### src/rtl/led_pkg.sv
// led_pkg: shared types and constants for the LED frame packer
package led_pkg;
    typedef enum logic [1:0] {IDLE, WRITE, DONE} state_e;
    typedef enum logic {ORDER_GRB = 1'b0, ORDER_RGB = 1'b1} color_order_e;
    localparam int GAIN_W = 8;
endpackage

### src/rtl/led_color_scale.sv
// led_color_scale: expands a mean value to OUT_W bits and applies brightness gain
module led_color_scale
    import led_pkg::*;
#(
    parameter int MEAN_W = 4,
    parameter int OUT_W  = 8
) (
    input  logic [MEAN_W-1:0] mean,
    input  logic [GAIN_W-1:0] gain,
    output logic [OUT_W-1:0]  scaled
);
    logic [OUT_W-1:0] expanded;
    logic [OUT_W+8:0] product;
    // bit replication MSB-first; degenerates to taking the MSBs when MEAN_W >= OUT_W
    for (genvar i = 0; i < OUT_W; i++) begin : g_exp
        assign expanded[OUT_W-1-i] = mean[MEAN_W-1-(i%MEAN_W)];
    end
    // gain+1 makes 255 an exact identity after the >>8
    assign product = (OUT_W+9)'(expanded) * ((OUT_W+9)'(gain) + (OUT_W+9)'(1));
    assign scaled  = product[OUT_W+7:8];
endmodule

### src/rtl/led_frame_packer.sv
// led_frame_packer: snapshots zone means and queues one scaled LED frame into the transmit FIFO
module led_frame_packer
    import led_pkg::*;
#(
    parameter int NUM_ZONES   = 8,
    parameter int MEAN_W      = 4,
    parameter int OUT_W       = 8,
    parameter int COLOR_ORDER = 0
) (
    input  logic                               clk,
    input  logic                               rst,
    input  logic                               en,
    input  logic                               start,
    input  logic                               rev,
    input  logic [GAIN_W-1:0]                  gain,
    input  logic [NUM_ZONES-1:0][MEAN_W-1:0]   mean_r,
    input  logic [NUM_ZONES-1:0][MEAN_W-1:0]   mean_g,
    input  logic [NUM_ZONES-1:0][MEAN_W-1:0]   mean_b,
    input  logic                               fifo_full,
    output logic                               we,
    output logic [OUT_W-1:0]                   fifo_data,
    output logic                               send_start,
    output logic                               busy,
    output logic                               drop
);
    localparam int ZW = NUM_ZONES > 1 ? $clog2(NUM_ZONES) : 1;
    localparam logic [ZW-1:0] LAST_ZONE = ZW'(NUM_ZONES - 1);
    localparam logic RGB = color_order_e'(COLOR_ORDER) == ORDER_RGB;

    state_e                             state;
    logic [ZW-1:0]                      zone;
    logic [1:0]                         col;
    logic [NUM_ZONES-1:0][MEAN_W-1:0]   snap_r, snap_g, snap_b;
    logic                               snap_rev;
    logic [GAIN_W-1:0]                  snap_gain;
    logic [ZW-1:0]                      zsel;
    logic [MEAN_W-1:0]                  sel;

    // frame FSM: snapshot on accept, walk zone/colour on each accepted write, pulse done
    always_ff @(posedge clk) begin
        if (rst) begin
            state     <= IDLE;
            zone      <= '0;
            col       <= '0;
            snap_r    <= '0;
            snap_g    <= '0;
            snap_b    <= '0;
            snap_rev  <= 1'b0;
            snap_gain <= '0;
            drop      <= 1'b0;
        end else begin
            drop <= start && en && state != IDLE;
            case (state)
                IDLE: if (start && en) begin
                    snap_r    <= mean_r;
                    snap_g    <= mean_g;
                    snap_b    <= mean_b;
                    snap_rev  <= rev;
                    snap_gain <= gain;
                    zone      <= '0;
                    col       <= '0;
                    state     <= WRITE;
                end
                WRITE: if (!fifo_full) begin
                    if (col == 2'd2) begin
                        col  <= 2'd0;
                        zone <= zone + 1'b1;
                        if (zone == LAST_ZONE) state <= DONE;
                    end else begin
                        col <= col + 2'd1;
                    end
                end
                DONE: state <= IDLE;
                default: state <= IDLE;
            endcase
        end
    end

    // zone scan direction and colour-order mux from the snapshot
    always_comb begin
        zsel = snap_rev ? LAST_ZONE - zone : zone;
        sel  = col == 2'd2 ? snap_b[zsel] : ((col == 2'd0) ^ RGB) ? snap_g[zsel] : snap_r[zsel];
    end

    assign busy       = state != IDLE;
    assign we         = state == WRITE && !fifo_full;
    assign send_start = state == DONE;

    led_color_scale #(.MEAN_W(MEAN_W), .OUT_W(OUT_W)) u_scale (
        .mean   (sel),
        .gain   (snap_gain),
        .scaled (fifo_data)
    );
endmodule

### config.mk
export PLATFORM = sky130hd
export DESIGN_NAME = led_frame_packer
export DESIGN_NICKNAME = d
export VERILOG_FILES = /design/src/rtl/led_pkg.sv /design/src/rtl/led_color_scale.sv /design/src/rtl/led_frame_packer.sv
export SDC_FILE = /design/constraint.sdc
export NUM_CORES = 1
export LEC_CHECK = 0
export CAP_MARGIN = 20
export CELL_PAD_IN_SITES_DETAIL_PLACEMENT = 1
export CELL_PAD_IN_SITES_GLOBAL_PLACEMENT = 2
export CORE_UTILIZATION = 33
export CTS_BUF_LIST = sky130_fd_sc_hd__clkbuf_2 sky130_fd_sc_hd__clkbuf_4 sky130_fd_sc_hd__clkbuf_8
export DETAILED_ROUTE_END_ITERATION = 12
export MAX_ROUTING_LAYER = met4
export PLACE_DENSITY = 0.89
export SYNTH_ARGS = -nofsm -noshare
export SYNTH_HDL_FRONTEND = slang
export SYNTH_HIERARCHICAL = 1
export SYNTH_SLANG_ARGS = --single-unit
### constraint.sdc
create_clock -name clk -period 7.5 [get_ports clk]
set_input_delay 0.75 -clock clk [delete_from_list [all_inputs] [get_ports clk]]
set_output_delay 0.75 -clock clk [all_outputs]
set_load 0.03 [all_outputs]
Yosys cells after proc, flatten, opt, wreduce, memory -nomap -nowiden
Cells that the tools add are included.
{"block": "op_classes", "addsub": 4, "n_mux": 22, "n_reduce_logical": 12, "n_lt_le_gt_ge": 1, "mul": 1, "eq_ne": 8}
{"cell": "$bmux 4 s3", "n": 3}
{"cell": "$mux 4", "n": 5}
{"cell": "$mul 8x17->16", "n": 1}
{"cell": "$mux 2", "n": 7}
{"cell": "$mux 3", "n": 4}
{"cell": "$add 8x1->9 const B", "n": 1}
{"cell": "$ne 2x2->1 const B", "n": 4}
{"cell": "$pmux 2 s2", "n": 2}
{"cell": "$reduce_and 4->1", "n": 2}
{"cell": "$pmux 3 s2", "n": 1}
{"cell": "$eq 2x2->1 const B", "n": 2}
{"cell": "$logic_not 2->1", "n": 2}
{"cell": "$lt 3x4->1 const B", "n": 1}
{"cell": "$reduce_bool 2->1", "n": 2}
{"cell": "$add 3x1->3 const B", "n": 1}
{"cell": "$eq 3x3->1 const B", "n": 1}
{"cell": "$logic_and 1x1->1", "n": 3}
{"cell": "$reduce_and 3->1", "n": 1}
{"cell": "$sub 3x3->3 const A", "n": 1}
{"cell": "$add 2x1->2 const B", "n": 1}
{"cell": "$eq 2x1->1 const B", "n": 1}
{"cell": "$reduce_and 2->1", "n": 1}
{"cell": "$logic_not 1->1", "n": 1}
{"block": "totals", "inputBits": 110, "out_inout_bits": 12, "reg_bits": 113}

Depth between registers and ports, before layout
{"block": "depth", "depth_word": 7, "depth_mapped": 27, "mapped_depth_nobuf": 21}

Cells and area by module
The synthesis kept the hierarchy.
{"mod": "led_frame_packer", "area_each_um2": 5422.7, "n_inst": 1, "cells_each": 670, "seq_area_each_um2": 2262.2}
{"mod": "led_color_scale", "area_each_um2": 2188.3, "n_inst": 1, "cells_each": 248, "seq_area_each_um2": 0.0}

Worst setup path after synthesis
No wires, ideal clock.
{"block": "synth_timing", "kind": "register -> output", "startpoint": "register zone[0]", "endpoint": "output port fifo_data[7]", "slack_ns": 0.818, "arrival_time_ns": 5.932, "required_ns": 6.750, "path_stages_with_launch": 23, "path_cell_list": "dfxtp_1 > buf_6 > buf_2 > mux4_2 > mux4_2 > a22oi_1 > o21ai_1 > clkbuf_1 > nand2b_1 > inv_1 > fa_1 > fa_1 > fa_1 > inv_1 > fa_1 > inv_1 > ha_1 > clkbuf_2 > and3_1 > o2111ai_1 > o21ba_2 > o21ai_2 > xor2_1"}
{"block": "synth_between", "elab_chain_len": 7, "word_cells_on_any_way": 11}
{"element": "from (decl)", "line_no": "led_frame_packer.sv:31", "text": "logic [ZW-1:0] zone;"}
{"element": "from (signal assigned)", "line_no": "led_frame_packer.sv:67", "text": "zone <= zone + 1'b1;"}
{"element": "$sub 3x3->3", "line_no": "led_frame_packer.sv:81", "text": "zsel = snap_rev ? LAST_ZONE - zone : zone;"}
{"element": "$mux 3 *", "line_no": "led_frame_packer.sv:81"}
{"element": "$bmux 4 s3", "line_no": "led_frame_packer.sv:82", "text": "sel = col == 2'd2 ? snap_b[zsel] : ((col == 2'd0) ^ RGB) ? snap_g[zsel] : snap_r[zsel];"}
{"element": "$mux 4 (implied by the code)", "line_no": "led_frame_packer.sv:82"}
{"element": "$mux 4", "line_no": "led_frame_packer.sv:82"}
{"element": "$mux 4 *", "line_no": "led_frame_packer.sv:82"}
{"element": "net sel[0]", "line_no": "led_frame_packer.sv:37", "text": "logic [MEAN_W-1:0] sel;"}
{"element": "$mul 8x17->16 *", "line_no": "led_color_scale.sv:19", "text": "assign product = (OUT_W+9)'(expanded) * ((OUT_W+9)'(gain) + (OUT_W+9)'(1));"}
{"element": "to (decl)", "line_no": "led_frame_packer.sv:21", "text": "output logic [OUT_W-1:0] fifo_data,"}
Mark *: on every way through the listed nets, which the timed path passes. The rest lies on a longest branch. The select of a mux whose other input is x is not followed.

Final worst setup path
Same ends and word-level chain as after synthesis.

==> impl_metrics.json <==
{
  "setup.worst_path.end_class": "output port",
  "crit_fanout": 10,
  "worstPathCellList": "buf_8 -> buf_4 -> mux4_2 -> mux4_2 -> a22oi_1 -> o21ai_1 -> buf_4 -> nand2_1 -> inv_1 -> fa_1 -> fa_1 -> fa_1 -> inv_1 -> fa_1 -> inv_1 -> ha_1 -> a21oi_2 -> o211ai_1 -> o21ba_2 -> o21ai_2 -> xor2_1 -> buf_4",
  "max_stage_delay_ps": 580,
  "io_pins": 122,
  "route.detailed.drc": 0,
  "hold_class": "flip-flop to flip-flop",
  "drtAntennaViolNets": 0,
  "crit_top_cell": "fa_1",
  "hold-path-cell-count": 2,
  "dp_hpwl_mm": 17.02,
  "critPathTopFamily": "adder cells",
  "ir_worst_vdd_uv": 89.83,
  "setup_viol": 0,
  "path_class": "flip-flop to output port",
  "grt_pass1_wl_mm": 37.12,
  "cts.htree.levels": 4,
  "utilization_pct": 42.84,
  "yosysMostFrequentCell": "nand2_1",
  "clk_latency_ps": 450,
  "worst_slack_ps": 306.7,
  "tns_ps": 0,
  "vias_per_cell": 5.140,
  "grt_pass1_vias": 7223,
  "fill_cells": 2678,
  "period_share_pct": 95.91,
  "dp_slack_ps": 312.3,
  "seq_area_um2": 2272,
  "synth_top_area_cell": "dfxtp_1",
  "synthTopCellsByCount": "230 x nand2_1, 130 x a21oi_1, 113 x dfxtp_1",
  "r2r_start": "state[1]",
  "final_nets": 1211,
  "syn_area_per_cell_um2": 8.291,
  "post_route_cells_drive_above_1_share_pct": 11.36,
  "synth.distinct_cells": 66,
  "grt_use_total_pct": 20.57,
  "syn-instance-count": 918,
  "totalWireLength_mm": 22.54,
  "antenna_found_initial": 0,
  "hp-start": "snap_g[16]",
  "grt_max_degree": 106,
  "max_slew_margin_pct": 28.29,
  "rr_worst_depth": 6,
  "slowest_stage": "fa_1",
  "ys_ff_latch": 113,
  "cp.required_ps": 6750,
  "yosys_warnings": 6,
  "status": "finished clean",
  "start_kind": "flip-flop",
  "clk_path_buf_depth": 2,
  "cp_num_cells": 22,
  "cts-root-buf": "clkbuf_8",
  "ys.flop_type": "dfxtp_1",
  "synth.area.top_cells": "dfxtp_1 30%, nand2_1 11%, fa_1 10%",
  "die_y_um": 153.9,
  "coreArea_um2": 22640,
  "tightest_slew_ps": 1076,
  "rows": 55,
  "synthArstFlopShare_pct": 0,
  "crit_start": "zone[0]",
  "drtIter0Drc": 348,
  "max_freq_mhz": 139.0,
  "cts_tree": "yes",
  "hold_violations": 0,
  "synth_edf_count": 0,
  "synth-seq-area-share_pct": 29.72,
  "vias": 6806,
  "dieArea_um2": 23670,
  "post-route-min-period_ps": 7193,
  "port_buffers": 121,
  "power_density_nw_per_um2": 158.2,
  "place_congestion": 0.8449,
  "initial_utilization_pct": 33.62,
  "yosys.area.top_type_share_pct": 29.72,
  "p_leak_nw": 3.964,
  "diodes": 0,
  "syn_area_um2": 7611,
  "cts_inserted_buffers": 17,
  "clock-sinks": 113,
  "drv_cap": 0,
  "path_clk_slew_ps": 70,
  "syn-num-nets": 1103,
  "wl_per_cell_um": 17.02,
  "multi_input_area_um2": 4923,
  "fin_skew_ps": 7.846,
  "die_w_um": 153.9,
  "finalPower_mw": 1.535,
  "arrival_ps": 6440,
  "area_growth_pct": 27.42,
  "dr.pass1.iters": 5,
  "overflow": 0,
  "slew_violations": 0,
  "crit_buf_inv": 7
}
-- final timing paths --
kind	to	slack [ps]
hold / removal	snap_g[16]	470
hold reg to reg	snap_g[16]	470
setup reg to reg	zone[0]	5230
setup / recovery	fifo_data[7]	310
-- logic make-up (layout without fill, tap and decap cells) --
family / count (synthesis) / after routing / share of synthesized area, %
AOI/OAI and AO/OA: 209 / 209 / 16.69
xor gates and xnor gates: 19 / 19 / 2.186
adders and majority gates: 75 / 75 / 16.08
buffers and inverters: 128 / 249 / 6.822
DFF: 113 / 113 / 29.72
muxes: 33 / 33 / 8.351
and+or+nand+nor: 341 / 341 / 20.15
-- timing repair --
action | CTS | global route
resized for setup | 8 | 19
gates cloned | 0 | 0
setup buffers | 4 | 5
setup endpoints to repair | 6 | 7
hold buffers | 0 | 0
pin swaps | 0 | 2
-- worst min-delay path, stage by stage, from the launching register on --
cell and delay [ps]:
dfxtp_1 310, nand2_1 60, a21oi_1 50
-- stage by stage --
stage	area, um^2	instances	hold slack [ps]
after floorplan	7611	918	434.2
after global placement	9072	1282	452.9
after detailed placement	9072	1282	460.7
after CTS	9558	1318	471.6
after global routing	9698	1324	489.3
final	9698	1324	470.4
-- power by group --
| group | internal, mW | switching [mW] |
|---|---|---|
| sequential | 0.627 | 0.0257 |
| combinational | 0.128 | 0.130 |
| clock | 0.351 | 0.273 |
| total | 1.11 | 0.429 |
-- metal layers --
| layer | GRT usage, % | wire length (um) | vias up |
|---|---|---|---|
| li1 | - | - | 3337 |
| met4 | 6.762 | 298 | 0 |
| met1 | 25.86 | 10390 | 3316 |
| met3 | 3.241 | 821 | 17 |
| met2 | 33.68 | 11030 | 136 |
| met5 | - | 0 | - |
-- state kept, by name, indices dropped and copies added, names as in the netlist --
name	flops
zone	3
snap_b	32
snap_r	32
drop	1
col	2
state	2
snap_rev	1
snap_g	32
snap_gain	8
-- cell type report --
| type | instances | area share, % |
|---|---|---|
| repair buffers | 149 | 15.08 |
| clock inverters | 12 | 1.638 |
| multi-input cells | 677 | 50.77 |
| inverters | 68 | 2.632 |
| flip-flops and latches | 113 | 23.43 |
| well taps | 285 | 3.677 |
| clock buffers | 20 | 2.774 |
-- cell usage in the layout, fill, tap and decap left out, types with 10 or more instances in the layout --
| cell type | n |
|---|---|
| nand3_1 | 12 |
| nor2_1 | 21 |
| dfxtp_1 | 109 |
| clkbuf_8 | 19 |
| a21oi_1 | 127 |
| fa_1 | 38 |
| ha_1 | 36 |
| xor2_1 | 10 |
| mux4_2 | 15 |
| clkdlybuf4s50_1 | 112 |
| nand2_1 | 230 |
| inv_1 | 68 |
| nor2b_1 | 17 |
| and2_1 | 10 |
| buf_4 | 28 |
No activity file was read; power rests on OpenSTA's default activity.
==> RTL edit: new RTL, config.mk and constraints unchanged <==
`OUT_W` is set to 8 in 2 places; all go to 7.
--- a/src/rtl/led_color_scale.sv
+++ b/src/rtl/led_color_scale.sv
@@ -5,3 +5,3 @@
     parameter int MEAN_W = 4,
-    parameter int OUT_W  = 8
+    parameter int OUT_W  = 7
 ) (
--- a/src/rtl/led_frame_packer.sv
+++ b/src/rtl/led_frame_packer.sv
@@ -6,3 +6,3 @@
     parameter int MEAN_W      = 4,
-    parameter int OUT_W       = 8,
+    parameter int OUT_W       = 7,
     parameter int COLOR_ORDER = 0
Interface: changed (resized fifo_data); port bits go from 122 to 121. No check against the original RTL was run, so the function may have changed too.
==> RTL edit against the original RTL <==
Total power hardly changed; worst setup slack worse by 0.042 ns; global-route usage hardly changed; die area is 4.0% lower; sequential share of layout area is 0.92 points higher; sequential cell count stayed put; wire length is 2.4% lower; critical path depth is 2 lower; area after synthesis is 4.0% lower; sequential power hardly changed; cell area is 3.8% lower.
==> RTL edit: results <==
{
  "num-nets-final": 1155,
  "combPwrFrac": 0.158,
  "avgSynthCellArea_um2": 8.309,
  "yosys.area_share.xor_xnor": 0.02381,
  "dp_slack_ns": 0.3869,
  "hold_ws_ns": 0.4638,
  "ys_types": 65,
  "synth_nets": 1055,
  "synth_fa_ha_area_frac": 0.1419,
  "r2r-end": "snap_g[23]",
  "ys_seq_area_frac": 0.3097,
  "vdd_ir_drop_max_v": 0.0001024,
  "status": "complete, no violations",
  "finalNonFillerCells": 1272,
  "rr_worst_depth": 5,
  "grt_pass1_vias": 6850,
  "synth_area_leaders": "dfxtp_1, nand2_1, a21oi_1",
  "worstHoldEndpoint": "snap_g[8]",
  "n_fill_cell": 2611,
  "io_buffers": 120,
  "top_regs": "snap_b: 32 flops, snap_g: 32 flops, snap_r: 32 flops",
  "drt_iter0_drc": 345,
  "slew_headroom": 0.2817,
  "place_hpwl_um": 16420,
  "yosys-mux-area-fraction": 0.08703,
  "worstPathArrival_ns": 6.49,
  "synth_compound_area_frac": 0.1780,
  "min-delay-start": "snap_g[8]",
  "ys.warnings.count": 6,
  "power.leakage_nw": 3.687,
  "route.vias.total": 6650,
  "grt_pass1_wl_um": 35400,
  "r2r_slack_ns": 5.53,
  "wl_per_cell_um": 17.30,
  "place_congestion": 0.8787,
  "netSwitchingPower_w": 0.0004014
}
-- RTL edit: how the worst max path moves through the flow --
stage               startpoint            to  slack [ns]
floorplan              zone[0]  fifo_data[5]        0.74
global placement       zone[1]  fifo_data[5]        0.52
detailed placement     zone[0]  fifo_data[5]        0.39
CTS                    zone[0]  fifo_data[5]       0.005
global route           zone[0]  fifo_data[5]      -0.002
finish                 zone[0]  fifo_data[3]        0.26
-- RTL edit: layer usage --
metal | GRT usage | share of wire | vias up
met1 | 0.2753 | 0.47 | 3202
met3 | 0.03636 | 0.049 | 23
met5 | - | 0 | -
li1 | - | - | 3239
met2 | 0.3220 | 0.46 | 186
met4 | 0.04700 | 0.014 | 0
-- RTL edit: per-stage QoR --
step                total power (W)  instance area [µm²]  setup TNS (ns)
detailed placement        0.0009049                 8772               0
floorplan                 0.0007906                 7303               0
finish                     0.001533                 9333               0
CTS                        0.001547                 9218               0
global placement          0.0008991                 8772               0
global route               0.001604                 9333       -0.002238
-- RTL edit: final cells by class --
cell class | count | area (µm²) | share of cell area
multi-input cells | 675 | 4741 | 0.5080
flip-flops and latches | 113 | 2272 | 0.2435
repair buffers | 141 | 1416 | 0.1518
well taps | 280 | 350.3 | 0.03754
clock buffers | 21 | 276.5 | 0.02963
clock inverters | 11 | 160.2 | 0.01716
inverters | 31 | 116.4 | 0.01247
-- RTL edit: tightest hold or removal path: cells and delay by family (launching register included) --
kind,cells,cell delay (ns)
AND/OR/NAND/NOR,1,0.05
AO/OA/AOI/OAI,1,0.05
flip-flops,1,0.32
-- RTL edit: repair_timing --
| item | in CTS | in global routing |
|---|---|---|
| endpoints found under the hold margin | 0 | 0 |
| resized for setup | 4 | 19 |
| pin swaps | 0 | 3 |
| buffers inserted | 0 | 2 |
| setup endpoints to repair | 2 | 7 |
